--- src/rtl/addr_gen_pkg.sv ---
// Shared definitions for the address generator: mode encoding and default sizes.
package addr_gen_pkg;

  localparam int DEF_WIDTH    = 32;
  localparam int DEF_STRIDE_W = 8;

  typedef enum logic [1:0] {
    MODE_FREE = 2'b00,
    MODE_WRAP = 2'b01,
    MODE_SAT  = 2'b10,
    MODE_HOLD = 2'b11
  } mode_e;

endpackage : addr_gen_pkg

--- src/rtl/addr_gen_if.sv ---
// Control/address bus between a sequencer (master) and the address generator (slave).
interface addr_gen_if
  import addr_gen_pkg::*;
#(
  parameter int WIDTH    = DEF_WIDTH,
  parameter int STRIDE_W = DEF_STRIDE_W
) ();

  logic                load;
  logic [WIDTH-1:0]    load_val;
  logic                inc_en;
  logic [STRIDE_W-1:0] stride;
  logic [WIDTH-1:0]    limit;
  logic [1:0]          mode;
  logic [WIDTH-1:0]    addr;
  logic                wrapped;
  logic                done;
  logic                at_limit;

  modport master (
    output load, load_val, inc_en, stride, limit, mode,
    input  addr, wrapped, done, at_limit
  );

  modport slave (
    input  load, load_val, inc_en, stride, limit, mode,
    output addr, wrapped, done, at_limit
  );

endinterface : addr_gen_if

--- src/rtl/addr_gen.sv ---
// Address generator: loadable start address, stride increment, and
// free-running / wrap-to-base / saturate-at-limit / hold modes.
module addr_gen
  import addr_gen_pkg::*;
#(
  parameter int WIDTH    = DEF_WIDTH,
  parameter int STRIDE_W = DEF_STRIDE_W
) (
  input  logic        clk,
  input  logic        rst,
  addr_gen_if.slave   bus
);

  // Power-up value so addr reads 0 even before the first reset.
  logic [WIDTH-1:0] r_addr    = '0;
  logic [WIDTH-1:0] r_base    = '0;
  logic             r_wrapped = 1'b0;
  logic             r_done    = 1'b0;

  logic [WIDTH:0]   w_next;
  logic             w_over_limit;
  logic             w_carry;
  logic             w_step;

  // One extra bit keeps the carry out so FREE overflow and the limit
  // compare are both exact.
  assign w_next       = {1'b0, r_addr} + {{(WIDTH + 1 - STRIDE_W){1'b0}}, bus.stride};
  assign w_carry      = w_next[WIDTH];
  assign w_over_limit = (w_next > {1'b0, bus.limit});
  assign w_step       = bus.inc_en && (bus.stride != '0) && (bus.mode != MODE_HOLD);

  // Address, base and flag registers; rst beats load beats increment.
  always_ff @(posedge clk) begin
    if (rst) begin
      r_addr    <= '0;
      r_base    <= '0;
      r_wrapped <= 1'b0;
      r_done    <= 1'b0;
    end else if (bus.load) begin
      r_addr    <= bus.load_val;
      r_base    <= bus.load_val;
      r_wrapped <= 1'b0;
      r_done    <= 1'b0;
    end else begin
      // The wrap pulse lasts exactly one cycle unless re-armed below.
      r_wrapped <= 1'b0;
      if (w_step) begin
        case (bus.mode)
          MODE_FREE: begin
            r_addr <= w_next[WIDTH-1:0];
            if (w_carry) begin
              r_wrapped <= 1'b1;
              r_done    <= 1'b1;
            end
          end
          MODE_WRAP: begin
            // A limit below base simply wraps on every step; not flagged.
            if (w_over_limit) begin
              r_addr    <= r_base;
              r_wrapped <= 1'b1;
              r_done    <= 1'b1;
            end else begin
              r_addr <= w_next[WIDTH-1:0];
            end
          end
          MODE_SAT: begin
            if (w_over_limit) begin
              r_addr <= bus.limit;
              r_done <= 1'b1;
            end else begin
              r_addr <= w_next[WIDTH-1:0];
            end
          end
          default: begin
            r_addr <= r_addr;
          end
        endcase
      end
    end
  end

  assign bus.addr     = r_addr;
  assign bus.wrapped  = r_wrapped;
  assign bus.done     = r_done;
  assign bus.at_limit = (r_addr == bus.limit);

endmodule : addr_gen

--- src/flat_wrapper.sv ---
// flat-port wrapper written by rule: the top's interface ports become plain ports
module addr_gen_flat import addr_gen_pkg::*;
#(
  parameter int WIDTH    = DEF_WIDTH,
  parameter int STRIDE_W = DEF_STRIDE_W
)
  (clk, rst, bus_load, bus_load_val, bus_inc_en, bus_stride, bus_limit, bus_mode, bus_addr, bus_wrapped, bus_done, bus_at_limit);
  addr_gen_if #(.WIDTH(WIDTH), .STRIDE_W(STRIDE_W)) bus_i ();
  input  logic clk;
  input  logic rst;
  input wire logic [$bits(bus_i.load)-1:0] bus_load;
  input wire logic [$bits(bus_i.load_val)-1:0] bus_load_val;
  input wire logic [$bits(bus_i.inc_en)-1:0] bus_inc_en;
  input wire logic [$bits(bus_i.stride)-1:0] bus_stride;
  input wire logic [$bits(bus_i.limit)-1:0] bus_limit;
  input wire logic [$bits(bus_i.mode)-1:0] bus_mode;
  output wire logic [$bits(bus_i.addr)-1:0] bus_addr;
  output wire logic [$bits(bus_i.wrapped)-1:0] bus_wrapped;
  output wire logic [$bits(bus_i.done)-1:0] bus_done;
  output wire logic [$bits(bus_i.at_limit)-1:0] bus_at_limit;
  assign bus_i.load = bus_load;
  assign bus_i.load_val = bus_load_val;
  assign bus_i.inc_en = bus_inc_en;
  assign bus_i.stride = bus_stride;
  assign bus_i.limit = bus_limit;
  assign bus_i.mode = bus_mode;
  assign bus_addr = bus_i.addr;
  assign bus_wrapped = bus_i.wrapped;
  assign bus_done = bus_i.done;
  assign bus_at_limit = bus_i.at_limit;
  addr_gen #(.WIDTH(WIDTH), .STRIDE_W(STRIDE_W)) u_core (.clk(clk), .rst(rst), .bus(bus_i));
endmodule
--- config.mk ---
export PLATFORM = sky130hd
export DESIGN_NAME = addr_gen_flat
export DESIGN_NICKNAME = d
export VERILOG_FILES = /design/src/rtl/addr_gen_pkg.sv /design/src/rtl/addr_gen_if.sv /design/src/rtl/addr_gen.sv /design/src/flat_wrapper.sv
export SDC_FILE = /design/constraint.sdc
export NUM_CORES = 1
export LEC_CHECK = 0
export ABC_AREA = 1
export BUFFER_PORTS_ARGS = -buffer_cell sky130_fd_sc_hd__buf_4
export CELL_PAD_IN_SITES_DETAIL_PLACEMENT = 0
export CELL_PAD_IN_SITES_GLOBAL_PLACEMENT = 1
export CORE_MARGIN = 2
export CORE_UTILIZATION = 30
export DETAILED_ROUTE_END_ITERATION = 7
export GPL_ROUTABILITY_DRIVEN = 0
export HOLD_SLACK_MARGIN = 0.1
export MAX_ROUTING_LAYER = met4
export PLACE_DENSITY = 0.74
export SLEW_MARGIN = 25
export SYNTH_ARGS = -nofsm -noshare
export SYNTH_HDL_FRONTEND = slang
export SYNTH_SLANG_ARGS = --single-unit
--- constraint.sdc ---
create_clock -name clk -period 10.29 [get_ports clk]
set_clock_uncertainty 0.05 [all_clocks]
set_input_delay 0.5145 -clock clk [delete_from_list [all_inputs] [get_ports clk]]
set_output_delay 0.5145 -clock clk [all_outputs]
set_load 0.05 [all_outputs]
Word level (Yosys, flattened, before mapping)
Cells that the tools add are included.
{"block": "word_totals", "register_bits": 66, "output_inout_bits": 35, "wordCells": 36}
{"block": "classes", "add_sub_neg": 1, "n_lt_le_gt_ge": 1, "n_eq_ne": 6, "muxes": 11, "bitwise_logic": 1, "n_reduce_logical": 12}
{"cell": "$mux W32", "count": 4}
{"cell": "$pmux W32 S3", "count": 1}
{"cell": "$add A32 B8 Y33", "count": 1}
{"cell": "$gt A33 B32 Y1", "count": 1}
{"cell": "$eq A32 B32 Y1", "count": 1}
{"cell": "$reduce_bool A8 Y1", "count": 1}
{"cell": "$mux W1", "count": 4}
{"cell": "$ne A2 B1 Y1 const B", "count": 2}
{"cell": "$pmux W1 S2", "count": 2}
{"cell": "$reduce_and A4 Y1", "count": 1}
{"cell": "$reduce_bool A2 Y1", "count": 2}
{"cell": "$reduce_bool A4 Y1", "count": 1}
{"cell": "$reduce_or A2 Y1", "count": 2}
{"cell": "$reduce_or A3 Y1", "count": 1}
{"cell": "$eq A2 B1 Y1 const B", "count": 1}
{"cell": "$eq A2 B2 Y1 const B", "count": 1}
{"cell": "$logic_and A1 B1 Y1", "count": 2}
{"cell": "$logic_not A2 Y1", "count": 1}
{"cell": "$ne A2 B2 Y1 const B", "count": 1}
{"cell": "$reduce_and A2 Y1", "count": 1}
{"cell": "$not A1 Y1", "count": 1}

Logic depth before layout (Yosys ltp)
Gate-level depths: netlist of the first run.
{"block": "logic_depth", "depth_word": 6, "depth_mapped": 31, "ltp_nobuf": 30}

Least setup slack after synthesis of the first run
Ideal clock, no wire load.
{"block": "synth_path", "path_type": "reg2reg", "from": "reg u_core.r_addr[0] (netlist: u_core.bus.addr[0])", "to": "reg u_core.r_addr[28] (netlist: u_core.bus.addr[28])", "setup_ps": 67, "t_arrival_ps": 3959, "required_time_ps": 10173, "setup_slack_ps": 6214, "path_stages_with_launch": 29, "path_buffers": 1, "synth_period_minus_slack_ps": 4076, "path_cell_list": "dfxtp_1 > ha_1 > fa_1 > nand2_1 > nand2_1 > nand3_1 > nand2_2 > nand3_4 > inv_2 > nand2_1 > nor3_2 > nand2_1 > nor2_1 > xor2_1 > inv_1 > ha_1 > nand2_1 > nor2_1 > nand3_1 > nor2_1 > nand3b_1 > nand2_4 > nand2_8 > nor2_8 > inv_8 > buf_8 > a21oi_2 > nand2_1 > a21oi_2"}
{"block": "synth_via", "elab_chain_len": 6}
{"element": "from (decl)", "line_no": "addr_gen.sv:15", "source": "logic [WIDTH-1:0] r_addr = '0;"}
{"element": "from (signal assigned)", "line_no": "addr_gen.sv:40", "source": "r_addr <= bus.load_val;"}
{"element": "from (signal assigned)", "line_no": "addr_gen.sv:50", "source": "r_addr <= w_next[WIDTH-1:0];"}
{"element": "from (signal assigned)", "line_no": "addr_gen.sv:59", "source": "r_addr <= r_base;"}
{"element": "$add A32 B8 Y33 *", "line_no": "addr_gen.sv:27", "source": "assign w_next = {1'b0, r_addr} + {{(WIDTH + 1 - STRIDE_W){1'b0}}, bus.stride};"}
{"element": "$gt A33 B32 Y1", "line_no": "addr_gen.sv:29", "source": "assign w_over_limit = (w_next > {1'b0, bus.limit});"}
{"element": "$mux W32 (on tied branches)", "line_no": "addr_gen.sv:67, addr_gen.sv:58"}
{"element": "$pmux W32 S3 *", "line_no": "addr_gen.sv:48", "source": "case (bus.mode)"}
{"element": "$mux W32 *", "line_no": "addr_gen.sv:47", "source": "if (w_step) begin"}
{"element": "$mux W32 *", "line_no": "addr_gen.sv:39", "source": "end else if (bus.load) begin"}
Every way passes the cells marked *; elsewhere a longest branch is shown, timed or not. The select of a mux whose other input is x is not followed.
A chain may end at the register's enable or synchronous reset.

Final worst setup path of the first run
{"block": "layout_path", "from": "reg u_core.r_addr[0] (netlist: u_core.bus.addr[0])", "to": "reg u_core.r_addr[19] (netlist: u_core.bus.addr[19])"}
The elaborated chain is that of the path after synthesis.

==> results of run 1 <==
[stage by stage]
| step | setup slack (ns) | instances | power, W |
|---|---|---|---|
| global placement | 5.20 | 1237 | 0.000647 |
| detailed placement | 5.20 | 1237 | 0.000647 |
| floorplan | 6.21 | 895 | 0.000533 |
| finish | 5.35 | 1252 | 0.000986 |
| global route | 4.84 | 1252 | 0.00104 |
| CTS | 5.38 | 1252 | 0.000991 |
[state kept, by name, summed over array words and instances (netlist names)]
name and flops:
u_core.bus.addr 32, u_core.r_base 32, u_core.bus.done 1, u_core.bus.wrapped 1
[cells in the mapped netlist, types with 2 or more instances]
cell type	count	area, µm²
a21o_1	4	30.0
a21oi_1	91	455
a21oi_2	15	131
buf_1	2	7.51
buf_2	7	35.0
buf_4	4	30.0
clkbuf_1	26	97.6
dfxtp_1	66	1320
ha_1	44	551
inv_1	117	439
inv_2	3	11.3
nand2_1	177	664
nand2_2	8	50.1
nand3_1	57	285
nand3_2	10	100
nand3b_1	2	15.0
nand4_1	12	75.1
nand4_2	2	25.0
nor2_1	33	124
nor2_2	4	25.0
nor2_4	3	33.8
nor3_1	10	50.1
nor4_1	16	100
o21a_1	7	52.6
o21ai_0	83	415
o22ai_1	16	100
xnor2_1	7	61.3
xor2_1	55	482
[cells by family (layout without fill, tap and decap cells)]
group                      Yosys count  count (layout)  share of synthesized area
AOI/OAI and AO/OA                  218             218                      0.202
xor gates and xnor gates            62              62                     0.0912
buffers and inverters              164             256                      0.114
and+or+nand+nor                    340             340                      0.275
DFF                                 66              66                      0.222
adders and majority gates           45              45                     0.0958
[per-layer routing]
layer / vias up / GRT usage / wire length (µm)
met4: 0 / 0.0505 / 317
met1: 2876 / 0.282 / 10300
met2: 206 / 0.341 / 10000
li1: 3159 / - / -
met3: 22 / 0.0390 / 1300
met5: - / - / 0
[cell usage in the layout, fill, tap and decap left out, drive strengths merged, types with 41 or more instances in the layout]
| master | Yosys | final |
|---|---|---|
| nand2 | 187 | 187 |
| inv | 121 | 121 |
| buf | 16 | 119 |
| a21oi | 106 | 106 |
| o21ai | 83 | 83 |
| nand3 | 68 | 68 |
| dfxtp | 66 | 66 |
| xor2 | 55 | 55 |
| ha | 44 | 44 |
| nor2 | 41 | 41 |
[area by class of cell]
type / count / area (µm²) / area share
flip-flops and latches: 66 / 1320 / 0.181
clock inverters: 1 / 30.0 / 0.00412
multi-input cells: 665 / 3960 / 0.543
inverters: 122 / 465 / 0.0638
clock buffers: 14 / 294 / 0.0403
well taps: 265 / 332 / 0.0455
repair buffers: 119 / 893 / 0.122
[final timing paths]
path	slack, ns	end	cells past startpoint	startpoint
worst max register to register	5.35	u_core.bus.addr[19]$_SDFFE_PP0P_	28	u_core.bus.addr[0]$_SDFFE_PP0P_
worst min-delay path	0.36	u_core.r_base[16]$_SDFFE_PP0P_	3	bus_load_val[16]
worst max-delay path	5.35	u_core.bus.addr[19]$_SDFFE_PP0P_	28	u_core.bus.addr[0]$_SDFFE_PP0P_
worst min register to register	0.40	u_core.r_base[5]$_SDFFE_PP0P_	2	u_core.r_base[5]$_SDFFE_PP0P_
[worst min-delay path: stages]
cell and delay [ns]:
buf_4 0.08, nand3_1 0.06, o21ai_0 0.06
[report_power, final]
part	switching, W	internal, W	leakage (nW)
clock	0.000122	0.000220	0.161
combinational	0.000221	0.000119	2.73
sequential	0.0000296	0.000275	0.546
total	0.000373	0.000614	3.44
==> run_results.csv, run 1 <==
group,metric,value,unit
run_status,status,"completed",
sta,slew_headroom,0.442,
critical_path,cp_top_family,"simple AND/OR/NAND/NOR gates",
layout,drive_gt1_frac,0.189,
layout,area_growth,22.5,%
clocking,clk_path_buf_depth,2,
sta,finalMaxSlewViolations,0,
power_and_ir_drop,ir_drop,78.7,µV
detailed_routing,vias_per_cell,5.00,
global_route,grt_max_degree,60,
sta,finalHoldViolCount,0,
critical_path,cp-start-kind,"register",
clocking,path_clk_slew,0.06,ns
critical_path,cp_slowest_cell,"dfxtp_1",
critical_path,critical_path_arrival,5.12,ns
clocking,hold_buffers,0,
floorplan,die_h,145,µm
detailed_routing,dr.pass1.iters,7,
sta,period_share,0.480,
clocking,clk_latency,0.35,ns
power_and_ir_drop,power_density,135,nW/µm²
detailed_routing,wire_per_inst,17.5,µm
critical_path,cpMostUsedCell,"nand2_1",
hold_path,hold_class,"primary input to register",
sta,worst_pin_slew,0.830,ns
yosys,ys.flop_type,"dfxtp_1",
sta,setup_viol,0,
clocking,root_buffer,"clkbuf_16",
global_route,grt_pass1_wl,34500,µm
clocking,cts.sinks,66,
floorplan,core_area,19500,µm²
flow_run,max_cap_viol_count,0,
detailed_routing,drc,0,
critical_path,crit_required,10.47,ns
sta,fin_hold_ws,0.355,ns
yosys,yosysSeqAreaShare,0.222,
yosys,synth_warnings,0,
layout,fillers,2106,
global_route,antenna_found_initial,0,
yosys,synth_seq_cells,66,
layout,nets,1106,
clocking,post_cts_buffers,0,
floorplan,dieArea,21000,µm²
sta,min_period,4.94,ns
placement,dpl_cell_area,6970,µm²
sta,timing.fmax,203,MHz
clocking,cts_resized,0,
floorplan,ioPinCount,113,
detailed_routing,drtIter0Drc,533,
yosys,syn-num-nets,1018,
yosys,synth_edf_count,0,
yosys,netlist_area,5960,µm²
placement,hpwl,16200,µm
global_route,grt_pass1_vias,6089,
clocking,cts_tree,"built",
floorplan,rows,51,
floorplan,start_util,0.306,
layout,n_antenna_cell,0,
yosys,synth_cell_type_count,42,
yosys,avgSynthCellArea,6.66,µm²
yosys,async_flop_share,0,
critical_path,crit_buf_inv,3,
critical_path,cp_max_fo,32,
critical_path,crit_type,"register to register",
critical_path,max_stage_delay,0.43,ns
clocking,cts_inserted_buffers,9,
layout,final_cell_area,7290,µm²
global_route,track_usage,0.214,
yosys,synth_cells,895,
layout,fin_util,0.375,
detailed_routing,wirelength,21900,µm
sta,grt_setup_unrepaired,"no",
sta,setup_tns,0,ns
placement,port_buffers,112,
power_and_ir_drop,leakagePower,3.44,nW
clocking,htreeDepth,3,
critical_path,end_kind,"register",
detailed_routing,detail-route-antenna-nets,0,
floorplan,die_w,145,µm
global_route,overflow,0,
detailed_routing,vias,6263,
(Power assumes the default switching activity.)
==> inputs of run 2 (changes only) <==
--- a/config.mk
+++ b/config.mk
@@ -5,7 +5,7 @@
 export SDC_FILE = /design/constraint.sdc
 export NUM_CORES = 1
 export LEC_CHECK = 0
-export ABC_AREA = 1
+export ABC_AREA = 0
 export BUFFER_PORTS_ARGS = -buffer_cell sky130_fd_sc_hd__buf_4
 export CELL_PAD_IN_SITES_DETAIL_PLACEMENT = 0
 export CELL_PAD_IN_SITES_GLOBAL_PLACEMENT = 1
@@ -15,7 +15,7 @@
 export GPL_ROUTABILITY_DRIVEN = 0
 export HOLD_SLACK_MARGIN = 0.1
 export MAX_ROUTING_LAYER = met4
-export PLACE_DENSITY = 0.74
+export PLACE_DENSITY = 0.73
 export SLEW_MARGIN = 25
 export SYNTH_ARGS = -nofsm -noshare
 export SYNTH_HDL_FRONTEND = slang
==> constraint.sdc (replaced) <==
create_clock -name clk -period 4.6 [get_ports clk]
set_clock_uncertainty 0.05 [all_clocks]
set_input_delay 0.23 -clock clk [delete_from_list [all_inputs] [get_ports clk]]
set_output_delay 0.23 -clock clk [all_outputs]
set_load 0.05 [all_outputs]
==> run_results.csv, run 2 <==
group,metric,value,unit
hold_path,holdPathEnd,"u_core.r_base[17]$_SDFFE_PP0P_",
global_route,grt_pass1_wl,31200,µm
critical_path,end_kind,"register",
layout,final_cell_mix,"161 x buf_4, 92 x nor2_1, 66 x dfxtp_1",
clocking,path_clk_slew,0.05,ns
yosys,synth_commonest_cells,"92 x nor2_1, 66 x dfxtp_1, 51 x a21oi_1",
yosys,netlist_area,5490,µm²
layout,area_growth,34.9,%
critical_path,r2r-start,"u_core.bus.addr[0]$_SDFFE_PP0P_",
layout,fillers,1848,
detailed_routing,drtIter0Drc,439,
hold_path,hold_class,"primary input to register",
sta,fin_hold_ws,0.105,ns
clocking,cts.sinks,66,
power_and_ir_drop,leakagePower,3.43,nW
yosys,avgSynthCellArea,7.79,µm²
clocking,htreeDepth,3,
detailed_routing,wirelength,20400,µm
critical_path,crit_required,4.75,ns
sta,worst_pin_slew,0.807,ns
clocking,root_buffer,"clkbuf_16",
layout,drive_gt1_frac,0.242,
floorplan,die_h,139,µm
clocking,clk_path_buf_depth,2,
global_route,track_usage,0.211,
power_and_ir_drop,power_density,279,nW/µm²
hold_path,hold_start,"bus_load_val[17]",
sta,slew_headroom,0.462,
detailed_routing,vias_per_cell,5.30,
yosys,synth_edf_count,0,
yosys,synth_most_common_cell,"nor2_1",
layout,nets,987,
floorplan,rows,49,
floorplan,die_w,139,µm
critical_path,cp-start-kind,"register",
yosys,synth_cell_type_count,59,
critical_path,critical_path_arrival,4.53,ns
detailed_routing,vias,5814,
critical_path,ff2ff_path_depth,19,
global_route,antenna_found_initial,0,
floorplan,ioPinCount,113,
floorplan,core_area,18000,µm²
yosys,synth_seq_cells,66,
flow_run,max_cap_viol_count,0,
layout,layout_commonest_cell,"buf_4",
hold_path,whs_path_depth,3,
layout,multi_input_area,3850,µm²
yosys,async_flop_share,0,
clocking,cts_inserted_buffers,9,
global_route,grt_pass1_vias,5670,
placement,dp.cells,1052,
clocking,cts_tree,"built",
critical_path,crit_type,"register to register",
detailed_routing,detail-route-antenna-nets,0,
global_route,overflow,0,
placement,port_buffers,112,
yosys,yosys.area.top_type,"dfxtp_1",
yosys,ys.flop_type,"dfxtp_1",
yosys,synth_warnings,0,
floorplan,start_util,0.306,
layout,n_antenna_cell,0,
sta,setup_tns,0,ns
yosys,synth.top_cell.area_share,0.241,
power_and_ir_drop,ir_drop,192,µV
sta,finalHoldViolCount,0,
critical_path,rr_endpoint,"u_core.bus.addr[4]$_SDFFE_PP0P_",
sta,min_period,4.37,ns
critical_path,rrSetupSlack,0.23,ns
sta,period_share,0.951,
detailed_routing,dr.pass1.iters,7,
sta,finalMaxSlewViolations,0,
yosys,synth_cells,705,
run_status,status,"completed",
detailed_routing,drc,0,
floorplan,dieArea,19400,µm²
critical_path,cp_max_fo,5,
global_route,grt_max_degree,69,
yosys,syn-num-nets,828,
clocking,clk_latency,0.35,ns
placement,hpwl,15200,µm
layout,seq_area,1320,µm²
yosys,yosysSeqAreaShare,0.241,
yosys,synth_area_leaders,"dfxtp_1 24%, ha_1 10%, xor2_1 6.9%, nor2_1 6.3%, mux2i_1 4.7%",
layout,fin_cells,1097,
sta,timing.fmax,229,MHz
detailed_routing,wire_per_inst,18.6,µm
sta,setup_viol,0,
-- run 2: layer usage --
metal,vias to the layer above,global-route usage,share of wire,routed length (µm)
met3,27,0.0275,0.052,1070
met4,0,0.0601,0.016,331
met5,-,-,0,0
met1,2749,0.277,0.46,9300
li1,2853,-,-,-
met2,185,0.342,0.48,9710
-- run 2: per-stage QoR --
stage | instance area, µm² | total power [W] | utilization | worst slack (ns)
after CTS | 7320 | 0.00207 | 0.408 | 0.00113
after global placement | 6760 | 0.00132 | 0.376 | 0.0288
after global routing | 7410 | 0.00217 | 0.412 | -0.0222
after floorplan | 5490 | 0.00106 | - | 0.146
after detailed placement | 6760 | 0.00132 | 0.376 | -0.0492
final | 7410 | 0.00207 | 0.412 | 0.225
-- run 2: kinds of logic after synthesis --
logic type | share of synthesized area
xor+xnor | 0.0973
buf+inv | 0.0740
mux | 0.0535
fa+ha+maj | 0.104
flops | 0.241
compound gates | 0.221
simple gates | 0.210
-- run 2: cell type report --
class | count | share of cell area
timing repair buffer | 187 | 0.200
tap | 229 | 0.0387
inverter | 45 | 0.0228
clock inverter | 2 | 0.00473
multi-input combinational | 555 | 0.519
clock buffer | 13 | 0.0365
sequential | 66 | 0.178
-- run 2: timing repair --
action	CTS	global route
buffers inserted	0	2
gates resized for setup	2	13
pin swaps	0	3
hold endpoints to repair	25	0
cloned	0	3
endpoints found under the setup margin	3	33
hold buffers	25	0
-- run 2: report_power, final --
group	leakage (nW)	switching, W	internal (W)
Combinational	2.74	0.000412	0.000293
Clock	0.152	0.000262	0.000460
Sequential	0.545	0.0000329	0.000610
-- run 2: worst max-delay path by stage --
stage	start	to	slack, ns	depth (start not counted)
floorplan	u_core.bus.addr[0]$_SDFFE_PP0P_	u_core.bus.addr[26]$_SDFFE_PP0P_	0.15	18
global placement	bus_stride[0]	u_core.bus.addr[10]$_SDFFE_PP0P_	0.03	21
detailed placement	bus_stride[0]	u_core.bus.addr[10]$_SDFFE_PP0P_	-0.05	21
CTS	u_core.bus.addr[0]$_SDFFE_PP0P_	u_core.bus.addr[26]$_SDFFE_PP0P_	0.001	18
global route	u_core.bus.addr[0]$_SDFFE_PP0P_	u_core.bus.addr[11]$_SDFFE_PP0P_	-0.02	18
finish	u_core.bus.addr[0]$_SDFFE_PP0P_	u_core.bus.addr[4]$_SDFFE_PP0P_	0.23	19
-- run 2: worst max-delay path, cell delays in order, from the launching register on --
cell and delay (ns):
dfxtp_1 0.31, ha_1 0.22, fa_1 0.40, a211o_1 0.29, a211oi_1 0.20, buf_4 0.15, or4_4 0.14, buf_4 0.12
nor2_1 0.04, xor2_1 0.15, ha_1 0.30, nand2_1 0.08, nor4_2 0.31, buf_4 0.16, nand2_1 0.06, o2111a_2 0.32
o21ai_4 0.23, mux2_2 0.37, a221oi_2 0.26, nor3_1 0.06
